--- src/rtl/cpu_pkg.sv ---
// Shared core definitions: opcode constants, forwarding select encoding,
// pipeline tracking entry and hazard FSM states.
package cpu_pkg;

    localparam int RF_AW = 5;

    localparam logic [6:0] OP_R_TYPE = 7'b0110011;
    localparam logic [6:0] OP_I_IMM  = 7'b0010011;
    localparam logic [6:0] OP_I_LOAD = 7'b0000011;
    localparam logic [6:0] OP_S_TYPE = 7'b0100011;
    localparam logic [6:0] OP_B_TYPE = 7'b1100011;

    typedef enum logic [1:0] {
        FWD_RF    = 2'b00,
        FWD_EXMEM = 2'b01,
        FWD_MEMWB = 2'b10
    } fwd_sel_t;

    typedef struct packed {
        logic             valid;
        logic [RF_AW-1:0] rd;
        logic             wr;
        logic             load;
    } stage_entry_t;

    typedef enum logic {
        RUN = 1'b0,
        LU  = 1'b1
    } hz_state_t;

endpackage

--- src/rtl/op_use_decode.sv ---
// Register-usage decode of an RV32I opcode: which sources are read, whether
// rd is written, and whether the instruction is a load or a store.
module op_use_decode
    import cpu_pkg::*;
(
    input  logic [6:0] op_i,
    output logic       reads_rs1_o,
    output logic       reads_rs2_o,
    output logic       writes_rd_o,
    output logic       is_load_o,
    output logic       is_store_o
);

    always_comb begin
        // NOTE: every output gets a default first so no latch is inferred.
        reads_rs1_o = 1'b0;
        reads_rs2_o = 1'b0;
        writes_rd_o = 1'b0;
        is_load_o   = 1'b0;
        is_store_o  = 1'b0;
        case (op_i)
            OP_R_TYPE: begin
                reads_rs1_o = 1'b1;
                reads_rs2_o = 1'b1;
                writes_rd_o = 1'b1;
            end
            OP_I_IMM: begin
                reads_rs1_o = 1'b1;
                writes_rd_o = 1'b1;
            end
            OP_I_LOAD: begin
                reads_rs1_o = 1'b1;
                writes_rd_o = 1'b1;
                is_load_o   = 1'b1;
            end
            OP_S_TYPE: begin
                reads_rs1_o = 1'b1;
                reads_rs2_o = 1'b1;
                is_store_o  = 1'b1;
            end
            OP_B_TYPE: begin
                reads_rs1_o = 1'b1;
                reads_rs2_o = 1'b1;
            end
            default: ;
        endcase
    end

endmodule

--- src/rtl/hazard_fwd_ctrl.sv ---
// ID->EX hazard controller: load-use bubble, flush, back-pressure and
// registered forwarding selects. HAZ_PERF_EN adds saturating perf counters.
module hazard_fwd_ctrl
    import cpu_pkg::*;
#(
    parameter int REG_AW = 5
`ifdef HAZ_PERF_EN
    ,
    parameter int CNT_W  = 32
`endif
) (
    input  logic              clk,
    input  logic              rst_n,
    input  logic              id_valid,
    input  logic [6:0]        id_op,
    input  logic [REG_AW-1:0] id_rs1,
    input  logic [REG_AW-1:0] id_rs2,
    input  logic [REG_AW-1:0] id_rd,
    input  logic              ex_ready,
    input  logic              flush,
    output logic              stall_id,
    output logic              issue,
    output logic              ex_bubble,
    output logic [1:0]        fwd_a,
    output logic [1:0]        fwd_b,
    output logic [1:0]        fwd_s
`ifdef HAZ_PERF_EN
    ,
    output logic [CNT_W-1:0]  lu_stall_cnt,
    output logic [CNT_W-1:0]  flush_cnt
`endif
);

    stage_entry_t ex_q, mem_q, wb_q, ex_d, mem_d, wb_d, id_entry;
    hz_state_t    state_q, state_d;
    fwd_sel_t     fwd_a_q, fwd_b_q, fwd_s_q, fwd_a_d, fwd_b_d, fwd_s_d;

    logic reads_rs1, reads_rs2, writes_rd, is_load, is_store;
    logic raw_hazard, hazard, issue_int;

    op_use_decode u_dec (
        .op_i        (id_op),
        .reads_rs1_o (reads_rs1),
        .reads_rs2_o (reads_rs2),
        .writes_rd_o (writes_rd),
        .is_load_o   (is_load),
        .is_store_o  (is_store)
    );

    function automatic logic hit(input stage_entry_t e, input logic [REG_AW-1:0] rs);
        return e.valid && e.wr && (e.rd == rs);
    endfunction

    function automatic fwd_sel_t pick(input logic used, input logic [REG_AW-1:0] rs,
                                      input stage_entry_t ex, input stage_entry_t mem,
                                      input stage_entry_t wb);
        if (!used || rs == '0) return FWD_RF;
        if (hit(ex, rs))       return FWD_EXMEM;
        if (hit(mem, rs))      return FWD_MEMWB;
        // A WB writer lands in the regfile before the read, so it needs no bypass.
        if (hit(wb, rs))       return FWD_RF;
        return FWD_RF;
    endfunction

    assign id_entry = '{valid: 1'b1,
                        rd:    id_rd,
                        wr:    writes_rd && (id_rd != '0),
                        load:  is_load};

    assign raw_hazard = ex_q.valid && ex_q.load && ex_q.wr &&
                        ((reads_rs1 && id_rs1 == ex_q.rd) ||
                         (reads_rs2 && id_rs2 == ex_q.rd));

    always_comb begin
        state_d   = state_q;
        hazard    = 1'b0;
        issue_int = 1'b0;
        stall_id  = 1'b0;
        issue     = 1'b0;
        ex_bubble = 1'b0;
        case (state_q)
            RUN: begin
                hazard = id_valid && !flush && raw_hazard;
                if (hazard && ex_ready) state_d = LU;
            end
            LU: begin
                // The load has left EX, so only a new EX entry could conflict.
                if (flush || ex_ready) state_d = RUN;
            end
            default: state_d = RUN;
        endcase
        issue_int = id_valid && ex_ready && !flush && !hazard;
        issue     = rst_n && issue_int;
        stall_id  = rst_n && ((id_valid && !ex_ready) || hazard);
        ex_bubble = rst_n && ex_ready && !issue_int;
    end

    always_comb begin
        ex_d    = ex_q;
        mem_d   = mem_q;
        wb_d    = wb_q;
        fwd_a_d = fwd_a_q;
        fwd_b_d = fwd_b_q;
        fwd_s_d = fwd_s_q;
        if (ex_ready) begin
            wb_d  = mem_q;
            mem_d = ex_q;
            ex_d  = issue_int ? id_entry : '0;
            if (issue_int) begin
                fwd_a_d = pick(reads_rs1, id_rs1, ex_q, mem_q, wb_q);
                fwd_b_d = pick(reads_rs2 && !is_store, id_rs2, ex_q, mem_q, wb_q);
                fwd_s_d = pick(is_store, id_rs2, ex_q, mem_q, wb_q);
            end else begin
                fwd_a_d = FWD_RF;
                fwd_b_d = FWD_RF;
                fwd_s_d = FWD_RF;
            end
        end
    end

    always_ff @(posedge clk or negedge rst_n) begin
        if (!rst_n) begin
            state_q <= RUN;
            ex_q    <= '0;
            mem_q   <= '0;
            wb_q    <= '0;
            fwd_a_q <= FWD_RF;
            fwd_b_q <= FWD_RF;
            fwd_s_q <= FWD_RF;
        end else begin
            // NOTE: state uses <= so every flop samples the pre-edge values.
            state_q <= state_d;
            ex_q    <= ex_d;
            mem_q   <= mem_d;
            wb_q    <= wb_d;
            fwd_a_q <= fwd_a_d;
            fwd_b_q <= fwd_b_d;
            fwd_s_q <= fwd_s_d;
        end
    end

    assign fwd_a = fwd_a_q;
    assign fwd_b = fwd_b_q;
    assign fwd_s = fwd_s_q;

`ifdef HAZ_PERF_EN
    logic [CNT_W-1:0] lu_cnt_q, flush_cnt_q;

    always_ff @(posedge clk or negedge rst_n) begin
        if (!rst_n) begin
            lu_cnt_q    <= '0;
            flush_cnt_q <= '0;
        end else begin
            if (hazard && ex_ready && lu_cnt_q != '1) lu_cnt_q <= lu_cnt_q + 1'b1;
            if (flush && id_valid && flush_cnt_q != '1) flush_cnt_q <= flush_cnt_q + 1'b1;
        end
    end

    assign lu_stall_cnt = lu_cnt_q;
    assign flush_cnt    = flush_cnt_q;
`endif

endmodule

--- config.mk ---
export PLATFORM = sky130hd
export DESIGN_NAME = hazard_fwd_ctrl
export DESIGN_NICKNAME = d
export VERILOG_FILES = /design/src/rtl/cpu_pkg.sv /design/src/rtl/op_use_decode.sv /design/src/rtl/hazard_fwd_ctrl.sv
export SDC_FILE = /design/constraint.sdc
export NUM_CORES = 1
export LEC_CHECK = 0
export ABC_AREA = 1
export CAP_MARGIN = 20
export CELL_PAD_IN_SITES_DETAIL_PLACEMENT = 2
export CELL_PAD_IN_SITES_GLOBAL_PLACEMENT = 2
export CORE_MARGIN = 2
export CORE_UTILIZATION = 29
export DETAILED_ROUTE_END_ITERATION = 12
export PLACE_DENSITY = 0.8
export SLEW_MARGIN = 20
export SYNTH_ARGS = -nofsm -noshare
export SYNTH_HDL_FRONTEND = slang
export SYNTH_SLANG_ARGS = --single-unit
export TNS_END_PERCENT = 50
--- constraint.sdc ---
create_clock -name clk -period 3.4 [get_ports clk]
set_input_delay 0.51 -clock clk [delete_from_list [all_inputs] [get_ports clk]]
set_output_delay 0.51 -clock clk [all_outputs]
set_load 0.05 [all_outputs]
==> key figures <==
Critical path
  • CP peak stage delay: around 0.53 ns
  • Required @ worst endpoint: ~2.9 ns
  • R2R cell count: 10
  • CP max-delay cell: clkdlybuf4s50_1
  • Element type at the critical path start: primary input
  • Critical Path End Type: output port
  • R2R Path End: ex_q[7]$_DFFE_PN0P_
  • CP cell instances: clkdlybuf4s50_1 > inv_1 > nand2_1 > nand2_1 > nand3_1 > nor2_1 > nand2_1 > nand2_2 > nand2_4 > nand2_1 > nor2_1 > buf_12
  • CP Class: primary input to output port
  • Reg2reg setup slack: ~1.8 ns
  • Critical Path Most Common Cell: nand2_1
  • CP arrival: around 2.2 ns
  • Max FO, Critical Path: 17
  • Worst r2r src: ex_q[3]$_DFFE_PN0P_

Pwr
  • Sw frac: between 20% and 30%
  • P_sw: roughly 0.00017 W
  • Clock group share of total power: around 32%
  • Power Density: just over 300 nW/µm²
  • P_int: 0.000433 W
  • VDD IR max: 0.163 mV
  • Overall Power: approximately 0.0006 W
  • Logic pwr share: 21.1%
  • Pleak: just under 1 nW
  • Power share of the sequential group: between 40% and 50%

Die
  • Std-Cell Rows: 26
  • Top Ports: 36
  • Core Area: ~5000 µm²
  • Die H: around 75 µm
  • DIE AREA: between 5000 and 6000 µm²
  • Starting Density: between 20 and 30%
  • Die width: between 70 and 80 µm

Timing
  • Final min period: ~2.7 ns
  • Final TNS setup: 0 ns
  • Setup repair after global routing missed its margin: no
  • F_max: ~370 MHz
  • Worst-Margin Slew: 0.523 ns
  • Finish-stage setup viols: 0
  • Max Slew Vio Count: 0
  • Hold WS: 0.485 ns
  • Final hold violations: 0
  • Period utilization: 79.6%
  • Relative slew slack: between 60% and 70%
  • Layout Skew: ~0.0033 ns

Finish
  • Ant. Diodes: 0
  • Fraction of layout cells with a size suffix above 1: a little under an eighth
  • Final Cell Area: about 2000 µm²
  • Nets: 269
  • # fillers: 620
  • Area Overhead vs Synth: 33.6%
  • Final core utilization: 39.5%

Route
  • Vias per cell: roughly 4.6
  • Met2 WL post-DR: between 2 and 2.5 mm
  • WL/cell: ~15 µm
  • Remaining DRCs: 0
  • Total wire length: 4.56 mm
  • DR pass1 iterations: 4
  • Uppermost layer routed: met4
  • Via count: roughly 1400
  • Post-Route M1 WL: approximately 2.1 mm
  • Metal3 WL: 106 µm
  • Antenna viol nets, final: 0
  • Initial DRC count: 28

Synthesis
  • Ys flop type: dfrtp_1
  • FFs w/ async S/R, synth: 100%
  • Syn Area/Cell: approximately 7.3 µm²
  • Yosys warns: 0
  • FF+latch count, synth: 22
  • Synth Instances: 204
  • Most common cell in the netlist: nand2_1
  • Synth top area share: a little under two fifths
  • Synthesized area: ~1500 µm²
  • Register area share after synthesis: approximately 37%
  • Top post-synthesis cells by area: dfrtp_1, nand2_1, xnor2_1
  • Post-synth EDFFs: 0
  • Distinct cells, synth: 23
  • List of most frequent post-synthesis cells: nand2_1, dfrtp_1, inv_1
  • Synth area leader: dfrtp_1
  • Syn Nets: approximately 230

Clock network
  • CTS H-tree depth: 1
  • Total CTS buffers: 3
  • Reg clk slew, reported paths: ~0.080 ns
  • CTS tree: built
  • Longest Clk Path Bufs: 2
  • CTS Root Cell: clkbuf_8
  • Post-CTS setup-driven buffer insertion count: 0
  • Worst-skew pair later-pin latency: ~0.26 ns
  • Cts hold-fix bufs: 0
  • Resized Gates After CTS: 0
  • Sink Count: 22

Outcome
  • Outcome: completed

Hold path
  • Start point of the worst hold path: mem_q[1]$_DFFE_PN0P_
  • Worst hold endpoint: mem_q[1]$_DFFE_PN0P_
  • Worst min path class: flop to flop
  • Hold path depth: 2

GRT
  • All-Layer GR Usage: approximately 18%
  • First-pass GRT wire length: 7.59 mm
  • Initial antenna violation count: 0
  • Vias in the first global route: roughly 1600
  • Grt total ovfl: 0
  • Maximum number of pins on one net before global-route repair: 23

Placed design
  • Global placer's final weighted congestion: 0.832
  • Port bufs: 35
  • Placed inst area: between 1500 and 2000 µm²
  • Hpwl dp: about 3.7 mm

Job
  • Max-Cap Viols: 0
==> critical path: cells and delay by family <==
kind                   cells  cell delay (ns)
AND/OR/NAND/NOR            9             0.92
buffers and inverters      3             0.77
==> how the worst max path moves through the flow <==
| stage | start | endpoint | slack [ns] | cells after the start |
|---|---|---|---|---|
| 3_3_place_gp | id_rs2[1] | issue | 0.72 | 12 |
| 2_1_floorplan | id_op[4] | issue | 1.13 | 10 |
| 4_1_cts | id_rs1[3] | issue | 0.65 | 12 |
| 3_5_place_dp | id_rs1[3] | issue | 0.67 | 12 |
| 5_1_grt | id_rs1[3] | issue | 0.52 | 12 |
| 6_report | id_rs1[1] | issue | 0.69 | 12 |
==> power by group through the flow <==
| stage | logic, W | clock network (W) | registers [W] |
|---|---|---|---|
| after CTS | 0.000130 | 0.000202 | 0.000282 |
| after floorplan | 0.0000628 | 0 | 0.000284 |
| final | 0.000126 | 0.000192 | 0.000282 |
| after global placement | 0.000124 | 0 | 0.000287 |
| after detailed placement | 0.000129 | 0 | 0.000288 |
| after global routing | 0.000141 | 0.000207 | 0.000284 |
==> routing by layer <==
| metal | track usage (%) | vias up |
|---|---|---|
| li1 | - | 709 |
| met1 | 23.7 | 697 |
| met2 | 31.5 | 27 |
| met3 | 1.32 | 4 |
| met4 | 4.09 | 0 |
| met5 | 0 | - |
==> placed cells by master (no fill, tap or decap), drive strengths merged, types with 4 or more instances in the layout <==
master         count
dfrtp             22
xnor2             11
nor2              22
nor3               4
clkdlybuf4s50     32
o21ai              5
a21oi              4
inv               22
nand3             25
nand2             79
clkbuf             4
buf                6
==> cell type report <==
class                           count  area (µm²)  area share (%)
Clock buffer                        4        55.1            2.78
Inverter                           22        82.6            4.18
Multi-Input combinational cell    155         811            41.0
Sequential cell                    22         551            27.8
Tap cell                           70        87.6            4.43
Timing Repair Buffer               38         390            19.7
==> sequential cells by signal, indices dropped and copies added, names as in the netlist <==
signal,cells
ex_q,8
mem_q,7
fwd_a,2
fwd_b,2
fwd_s,2
state_q,1
==> logic make-up after synthesis <==
kind of cell,after synthesis,synth area share (%)
xor+xnor,13,7.69
buf+inv,27,8.03
flops,22,37.2
compound gates,9,4.56
simple gates,133,42.5
==> per-stage QoR <==
step	setup slack [ns]	cells
floorplan	1.13	204
global placement	0.724	307
detailed placement	0.672	307
CTS	0.653	311
global route	0.515	311
finish	0.693	311
Note: power is estimated with default switching activity, not from simulation.
